[config.mk]
export PLATFORM = sky130hd
export DESIGN_NAME = qmem_addr_decoder_flat
export DESIGN_NICKNAME = d
export VERILOG_FILES = /design/src/rtl/qmem_addr_decoder_if.sv /design/src/rtl/qmem_addr_decoder.sv /design/src/flat_wrapper.sv
export SDC_FILE = /design/constraint.sdc
export NUM_CORES = 1
export LEC_CHECK = 0
export ABC_CLOCK_PERIOD_IN_PS = 3100
export BUFFER_PORTS_ARGS = -buffer_cell sky130_fd_sc_hd__buf_2
export CAP_MARGIN = 25
export CELL_PAD_IN_SITES_DETAIL_PLACEMENT = 1
export CELL_PAD_IN_SITES_GLOBAL_PLACEMENT = 1
export CORE_AREA = 5 5 212 214
export DETAILED_ROUTE_END_ITERATION = 6
export DIE_AREA = 0 0 217 219
export PLACE_DENSITY = 0.5
export SLEW_MARGIN = 15
export SYNTH_ARGS = -nofsm -noshare
export SYNTH_HDL_FRONTEND = slang
export SYNTH_SLANG_ARGS = --single-unit
[constraint.sdc]
create_clock -name clk -period 3.1 [get_ports clk]
set_input_delay 0.31 -clock clk [delete_from_list [all_inputs] [get_ports clk]]
set_output_delay 0.31 -clock clk [all_outputs]
set_load 0.02 [all_outputs]
[src/rtl/qmem_addr_decoder_if.sv]
// qmem bus bundle around the address decoder: the master-facing request port and
// the per-slave fan-out (SN slaves, fields packed slave-major).
interface qmem_addr_decoder_if #(
  parameter int QAW = 32,
  parameter int QDW = 32,
  parameter int QSW = QDW / 8,
  parameter int SN  = 4
);
  // Handshake: the requester holds cs together with we/adr/sel/dat_w stable until a
  // cycle in which ack or err is high; that cycle ends the transfer. Read data
  // belonging to an ack appears on dat_r in the following cycle.
  logic                 qm_cs;
  logic                 qm_we;
  logic [QAW-1:0]       qm_adr;
  logic [QSW-1:0]       qm_sel;
  logic [QDW-1:0]       qm_dat_w;
  logic [QDW-1:0]       qm_dat_r;
  logic                 qm_ack;
  logic                 qm_err;

  logic [SN-1:0]        qs_cs;
  logic [SN-1:0]        qs_we;
  logic [SN*QAW-1:0]    qs_adr;
  logic [SN*QSW-1:0]    qs_sel;
  logic [SN*QDW-1:0]    qs_dat_w;
  logic [SN*QDW-1:0]    qs_dat_r;
  logic [SN-1:0]        qs_ack;
  logic [SN-1:0]        qs_err;

  // Decoder seen as a slave by the CPU-side master.
  modport slave (
    input  qm_cs, qm_we, qm_adr, qm_sel, qm_dat_w,
    output qm_dat_r, qm_ack, qm_err
  );

  // Decoder seen as the master of the slave fan-out.
  modport master (
    output qs_cs, qs_we, qs_adr, qs_sel, qs_dat_w,
    input  qs_dat_r, qs_ack, qs_err
  );
endinterface

[src/rtl/qmem_addr_decoder.sv]
// qmem 1-to-SN address decoder with base/mask map, decode-error termination and
// an optional stall watchdog enabled by QMEM_ADDR_DECODER_WATCHDOG_EN.
module qmem_addr_decoder #(
  parameter int              QAW     = 32,
  parameter int              QDW     = 32,
  parameter int              QSW     = QDW / 8,
  parameter int              SN      = 4,
  parameter logic [SN*QAW-1:0] BASE  = '0,
  parameter logic [SN*QAW-1:0] MASK  = '0,
  parameter logic [31:0]     ERR_DAT = 32'hdead_beef,
  parameter int              TO_CYC  = 256,
  parameter int              TOW     = 9
) (
  input  logic                  clk,
  input  logic                  rst,
  qmem_addr_decoder_if.slave    m_bus,
  qmem_addr_decoder_if.master   s_bus,
  output logic                  dec_err,
  output logic                  to_err,
  output logic [QAW-1:0]        err_adr,
  output logic [1:0]            dbg_state_o
);

  typedef enum logic [1:0] {
    S_IDLE = 2'd0,
    S_DERR = 2'd1,
    S_TERR = 2'd2
  } state_e;

  localparam int               RSW      = $clog2(SN + 1);
  localparam logic [RSW-1:0]   RSEL_ERR = RSW'(SN);

  state_e           state_q, state_d;
  logic [RSW-1:0]   rsel_q;
  logic [QAW-1:0]   err_adr_q;

  logic [SN-1:0]    hit;
  logic [SN-1:0]    first_hit;
  logic             any_hit;
  logic [RSW-1:0]   idx;
  logic             req_hit;

  logic [SN-1:0]    cs_nxt;
  logic             ack_nxt;
  logic             err_nxt;
  logic             dec_nxt;
  logic             to_nxt;

`ifdef QMEM_ADDR_DECODER_WATCHDOG_EN
  logic [TOW-1:0]   wcnt_q, wcnt_d;
`endif

  // Lowest-index matching region wins, so a catch-all slave can sit at a high index.
  always_comb begin
    hit       = '0;
    first_hit = '0;
    idx       = RSEL_ERR;
    for (int i = 0; i < SN; i++) begin
      hit[i] = ((m_bus.qm_adr ^ BASE[QAW*i +: QAW]) & MASK[QAW*i +: QAW]) == '0;
    end
    for (int i = SN - 1; i >= 0; i--) begin
      if (hit[i]) begin
        first_hit = '0;
        first_hit[i] = 1'b1;
        idx = RSW'(i);
      end
    end
  end

  assign any_hit = |hit;
  assign req_hit = m_bus.qm_cs & any_hit;

  always_comb begin
    state_d = state_q;
    cs_nxt  = '0;
    ack_nxt = 1'b0;
    err_nxt = 1'b0;
    dec_nxt = 1'b0;
    to_nxt  = 1'b0;
`ifdef QMEM_ADDR_DECODER_WATCHDOG_EN
    wcnt_d  = '0;
`endif
    case (state_q)
      S_IDLE: begin
        cs_nxt  = req_hit ? first_hit : '0;
        ack_nxt = req_hit & |(first_hit & s_bus.qs_ack);
        err_nxt = req_hit & |(first_hit & s_bus.qs_err);
`ifdef QMEM_ADDR_DECODER_WATCHDOG_EN
        if (req_hit && !ack_nxt && !err_nxt) begin
          wcnt_d = wcnt_q + 1'b1;
        end
`endif
        if (m_bus.qm_cs && !any_hit) begin
          state_d = S_DERR;
        end
`ifdef QMEM_ADDR_DECODER_WATCHDOG_EN
        // A response in the last allowed cycle clears wcnt_d first, so ack beats expiry.
        else if (wcnt_d == TOW'(TO_CYC)) begin
          state_d = S_TERR;
        end
`endif
      end
      S_DERR: begin
        err_nxt = 1'b1;
        dec_nxt = 1'b1;
        state_d = S_IDLE;
      end
`ifdef QMEM_ADDR_DECODER_WATCHDOG_EN
      S_TERR: begin
        err_nxt = 1'b1;
        to_nxt  = 1'b1;
        state_d = S_IDLE;
      end
`endif
      default: state_d = S_IDLE;
    endcase
    if (rst) begin
      cs_nxt  = '0;
      ack_nxt = 1'b0;
      err_nxt = 1'b0;
      dec_nxt = 1'b0;
      to_nxt  = 1'b0;
    end
  end

  always_ff @(posedge clk) begin
    if (rst) begin
      state_q   <= S_IDLE;
      rsel_q    <= RSEL_ERR;
      err_adr_q <= '0;
    end else begin
      state_q <= state_d;
      if (m_bus.qm_cs && !m_bus.qm_we) begin
        if (err_nxt) begin
          rsel_q <= RSEL_ERR;
        end else if (ack_nxt) begin
          rsel_q <= idx;
        end
      end
      if (state_q == S_IDLE && state_d != S_IDLE) begin
        err_adr_q <= m_bus.qm_adr;
      end
    end
  end

`ifdef QMEM_ADDR_DECODER_WATCHDOG_EN
  always_ff @(posedge clk) begin
    if (rst) begin
      wcnt_q <= '0;
    end else begin
      wcnt_q <= wcnt_d;
    end
  end
  assign to_err = to_nxt;
`else
  assign to_err = 1'b0;
`endif

  always_comb begin
    m_bus.qm_dat_r = QDW'(ERR_DAT);
    for (int i = 0; i < SN; i++) begin
      if (rsel_q == RSW'(i)) begin
        m_bus.qm_dat_r = s_bus.qs_dat_r[QDW*i +: QDW];
      end
    end
  end

  assign m_bus.qm_ack   = ack_nxt;
  assign m_bus.qm_err   = err_nxt;
  assign s_bus.qs_cs    = cs_nxt;
  assign s_bus.qs_we    = {SN{m_bus.qm_we}};
  assign s_bus.qs_adr   = {SN{m_bus.qm_adr}};
  assign s_bus.qs_sel   = {SN{m_bus.qm_sel}};
  assign s_bus.qs_dat_w = {SN{m_bus.qm_dat_w}};
  assign dec_err        = dec_nxt;
  assign err_adr        = err_adr_q;
  assign dbg_state_o    = state_q;

endmodule

[src/flat_wrapper.sv]
// flat-port wrapper written by rule: the top's interface ports become plain ports
module qmem_addr_decoder_flat 
#(
  parameter int              QAW     = 32,
  parameter int              QDW     = 32,
  parameter int              QSW     = QDW / 8,
  parameter int              SN      = 4,
  parameter logic [SN*QAW-1:0] BASE  = '0,
  parameter logic [SN*QAW-1:0] MASK  = '0,
  parameter logic [31:0]     ERR_DAT = 32'hdead_beef,
  parameter int              TO_CYC  = 256,
  parameter int              TOW     = 9
)
  (clk, rst, dec_err, to_err, err_adr, dbg_state_o, m_bus_qm_cs, m_bus_qm_we, m_bus_qm_adr, m_bus_qm_sel, m_bus_qm_dat_w, m_bus_qm_dat_r, m_bus_qm_ack, m_bus_qm_err, s_bus_qs_cs, s_bus_qs_we, s_bus_qs_adr, s_bus_qs_sel, s_bus_qs_dat_w, s_bus_qs_dat_r, s_bus_qs_ack, s_bus_qs_err);
  qmem_addr_decoder_if #(.QAW(QAW), .QDW(QDW), .QSW(QSW), .SN(SN)) m_bus_i ();
  qmem_addr_decoder_if #(.QAW(QAW), .QDW(QDW), .QSW(QSW), .SN(SN)) s_bus_i ();
  input  logic clk;
  input  logic rst;
  output logic dec_err;
  output logic to_err;
  output logic [QAW-1:0] err_adr;
  output logic [1:0] dbg_state_o;
  input wire logic [$bits(m_bus_i.qm_cs)-1:0] m_bus_qm_cs;
  input wire logic [$bits(m_bus_i.qm_we)-1:0] m_bus_qm_we;
  input wire logic [$bits(m_bus_i.qm_adr)-1:0] m_bus_qm_adr;
  input wire logic [$bits(m_bus_i.qm_sel)-1:0] m_bus_qm_sel;
  input wire logic [$bits(m_bus_i.qm_dat_w)-1:0] m_bus_qm_dat_w;
  output wire logic [$bits(m_bus_i.qm_dat_r)-1:0] m_bus_qm_dat_r;
  output wire logic [$bits(m_bus_i.qm_ack)-1:0] m_bus_qm_ack;
  output wire logic [$bits(m_bus_i.qm_err)-1:0] m_bus_qm_err;
  output wire logic [$bits(s_bus_i.qs_cs)-1:0] s_bus_qs_cs;
  output wire logic [$bits(s_bus_i.qs_we)-1:0] s_bus_qs_we;
  output wire logic [$bits(s_bus_i.qs_adr)-1:0] s_bus_qs_adr;
  output wire logic [$bits(s_bus_i.qs_sel)-1:0] s_bus_qs_sel;
  output wire logic [$bits(s_bus_i.qs_dat_w)-1:0] s_bus_qs_dat_w;
  input wire logic [$bits(s_bus_i.qs_dat_r)-1:0] s_bus_qs_dat_r;
  input wire logic [$bits(s_bus_i.qs_ack)-1:0] s_bus_qs_ack;
  input wire logic [$bits(s_bus_i.qs_err)-1:0] s_bus_qs_err;
  assign m_bus_i.qm_cs = m_bus_qm_cs;
  assign m_bus_i.qm_we = m_bus_qm_we;
  assign m_bus_i.qm_adr = m_bus_qm_adr;
  assign m_bus_i.qm_sel = m_bus_qm_sel;
  assign m_bus_i.qm_dat_w = m_bus_qm_dat_w;
  assign m_bus_qm_dat_r = m_bus_i.qm_dat_r;
  assign m_bus_qm_ack = m_bus_i.qm_ack;
  assign m_bus_qm_err = m_bus_i.qm_err;
  assign s_bus_qs_cs = s_bus_i.qs_cs;
  assign s_bus_qs_we = s_bus_i.qs_we;
  assign s_bus_qs_adr = s_bus_i.qs_adr;
  assign s_bus_qs_sel = s_bus_i.qs_sel;
  assign s_bus_qs_dat_w = s_bus_i.qs_dat_w;
  assign s_bus_i.qs_dat_r = s_bus_qs_dat_r;
  assign s_bus_i.qs_ack = s_bus_qs_ack;
  assign s_bus_i.qs_err = s_bus_qs_err;
  qmem_addr_decoder #(.QAW(QAW), .QDW(QDW), .QSW(QSW), .SN(SN), .BASE(BASE), .MASK(MASK), .ERR_DAT(ERR_DAT), .TO_CYC(TO_CYC), .TOW(TOW)) u_core (.clk(clk), .rst(rst), .m_bus(m_bus_i), .s_bus(s_bus_i), .dec_err(dec_err), .to_err(to_err), .err_adr(err_adr), .dbg_state_o(dbg_state_o));
endmodule
==> metrics <==
sequential share of power=44.5%; crit path time final=1.87 ns; total setup buffers inserted after CTS=0; CP required=2.79 ns; Arr. time, crit path=1.56 ns; post-cts sizing count=0; RSZ-0062 raised after global routing=no; GRT Util Overall=2.70%; vias per cell=1.81; most numerous cell in the Yosys netlist=buf_4; DP HPWL=5420 um; H-tree Lvls=2; NetSw=247 uW; leading area contributor after synthesis=buf_4; worst reg2reg path endpoint=u_core.rsel_q[2]; Post-Place Setup Slack=1.40 ns; ys async rst share=0%; Hold Path End=u_core.rsel_q[2]; I/O pin total=558; CTS Buffer Depth=2; critical path fanouts, max=33; Final nets=440; nature of the critical path startpoint=flip-flop; final worst slack=1.23 ns; total number of yosys warnings=0; part of the cycle the worst path needs=60.2%; core area=0.0427 mm^2; CTS buffer count=5; site row count=76; GR Overflow Total=0; Synth Flop Type=dfxtp_1; Worst setup EP type=output pin; top cells by count, synth=buf_4 (280), dfxtp_1 (35), nor2b_1 (35); Leak Pwr=0.000985 uW; clk_lat worst skew=0.28 ns; vias in the first global route=1,619; hold path startpoint=s_bus_qs_ack[0]; Die H=219 um; CP cell instances=or2_2 -> buf_2; Post-CTS Hold Buffers=0; Reg2Reg Depth=3; post-synth top area share=63.4%; synth-to-layout area growth=-21.8%; Worst Hold Path Cells=3; internal power=774 uW; 1st-pass router iterations=3; combinational power share=5.7%; hold crit path type=in2reg; share of total power in the clock network=49.8%; critical path's slowest cell=dfxtp_1; number of diodes=0; antenna violation net count after detailed routing=0; Sw Share=24.2%; layout cells sized above 1=61.8%; Crit Path Category=reg2out; Post-Synthesis Cells=395; synth top area cells=buf_4 (63%), dfxtp_1 (21%), nor2b_1 (6.6%), or2_2 (4.5%), and2b_1 (1.1%); RD Place Congestion=0.688; DRC=0; clock root buffer=clkbuf_16; Initial Utilization=7.76%; setup_tns=0 ns; flops & latches, synth=35; clk_skew=0.00331 ns; library cells used by synthesis=17; Achievable Freq=0.536 GHz; clock-pin slew on the worst setup and hold paths=0.06 ns; final-layout fill cell count=5,086; maximum VDD drop=0.170 mV; Fin. Hold Viols=0; worst slew pin tran=0.861 ns; Port Buffers=111; Mapped Area=0.00331 mm^2; per-cell routed wire length=8.69 um; Reg2Reg Setup Slack=1.87 ns; worst flop-to-flop path startpoint=u_core.dbg_state_o[1]; CTS tree=built; Post-synth EDFFs=0; initial antenna violation count=0; final setup fails=0; pin count of the biggest net entering global routing=37; routed vias=1,409; die span in x=217 um; pwr dens=394 mW/mm^2; Slew HR=42.5%; Avg Cell Area, Syn=8.39 um^2; status=complete, no violations; Iteration-0 DRC Markers=14; Max Slew Vio Count=0; Max stage delay on crit path=0.88 ns; Final Routed Wirelength=6770 um; count of maximum capacitance violations=0; first-pass GRT wire length=9630 um; sequential area share after synthesis=21.1%; Sink Count=35; Die Footprint=0.0475 mm^2
-- area by class of cell --
class / instances / area [um^2] / share of cell area [%]
flip-flops and latches: 35 / 701 / 27.0
well taps: 546 / 683 / 26.4
repair buffers: 111 / 556 / 21.4
clock buffers: 5 / 125 / 4.83
multi-input cells: 79 / 507 / 19.6
clock inverters: 3 / 20.0 / 0.773
-- power groups by stage --
stage               combinational (uW)  clock (uW)  sequential, uW
finish                            58.7         508             454
global route                      65.2         555             454
CTS                               60.3         539             454
detailed placement                60.2           0             464
global placement                  60.1           0             464
floorplan                          545           0             465
-- worst max path at each step --
| stage | startpoint | to | slack (ns) |
|---|---|---|---|
| final | u_core.rsel_q[2] | m_bus_qm_dat_r[3] | 1.23 |
| after global routing | u_core.rsel_q[2] | m_bus_qm_dat_r[30] | 1.03 |
| after CTS | u_core.rsel_q[2] | m_bus_qm_dat_r[3] | 1.16 |
| after detailed placement | rst | m_bus_qm_ack | 1.40 |
| after global placement | rst | m_bus_qm_ack | 1.38 |
| after floorplan | u_core.dbg_state_o[1] | m_bus_qm_ack | 1.61 |
-- cells by family after synthesis --
group                  count (synthesis)  share of synthesized area (%)
and+or+nand+nor                       71                           14.2
DFF                                   35                           21.1
buffers and inverters                286                           64.1
other                                  1                          0.113
AOI/OAI and AO/OA                      2                          0.415
-- through the flow --
| step | hold slack, ns | utilization (%) | power, uW | cells | cell area (um^2) |
|---|---|---|---|---|---|
| 2_1_floorplan | 0.500 | - | 1010 | 400 | 3330 |
| 3_3_place_gp | 0.441 | 5.73 | 525 | 771 | 2450 |
| 3_5_place_dp | 0.446 | 5.73 | 524 | 771 | 2450 |
| 4_1_cts | 0.346 | 6.07 | 1050 | 779 | 2590 |
| 5_1_grt | 0.381 | 6.07 | 1070 | 779 | 2590 |
| 6_report | 0.354 | 6.07 | 1020 | 779 | 2590 |
-- metal layers --
metal	global-route usage, %	wire [um]	vias up
met2	3.15	2270	233
met3	3.08	1860	70
met4	3.83	856	0
met1	1.88	1790	528
met5	0	0	-
li1	-	-	578
-- flip-flops by register name (all words and copies together), names as in the netlist --
name / cells
u_core.err_adr: 32
u_core.dbg_state_o: 2
u_core.rsel_q: 1
-- layout by cell type (no fill, tap or decap) --
master      instances
buf_2             111
nor2b_1            35
dfxtp_1            35
or2_2              24
conb_1              6
and2b_1             5
clkbuf_16           5
clkinvlp_4          2
a21oi_1             1
nor3_1              1
nor4b_4             1
and2_1              1
nor3b_1             1
nand4b_1            1
nor2_1              1
nor4b_1             1
a211o_1             1
clkinv_2            1
-- critical path, delay by kind of cell (launching register included) --
family | cells | cell delay [ns]
DFF | 1 | 0.88
and+or+nand+nor | 1 | 0.24
buffers and inverters | 1 | 0.16
Power figures use the tool's default switching activity.
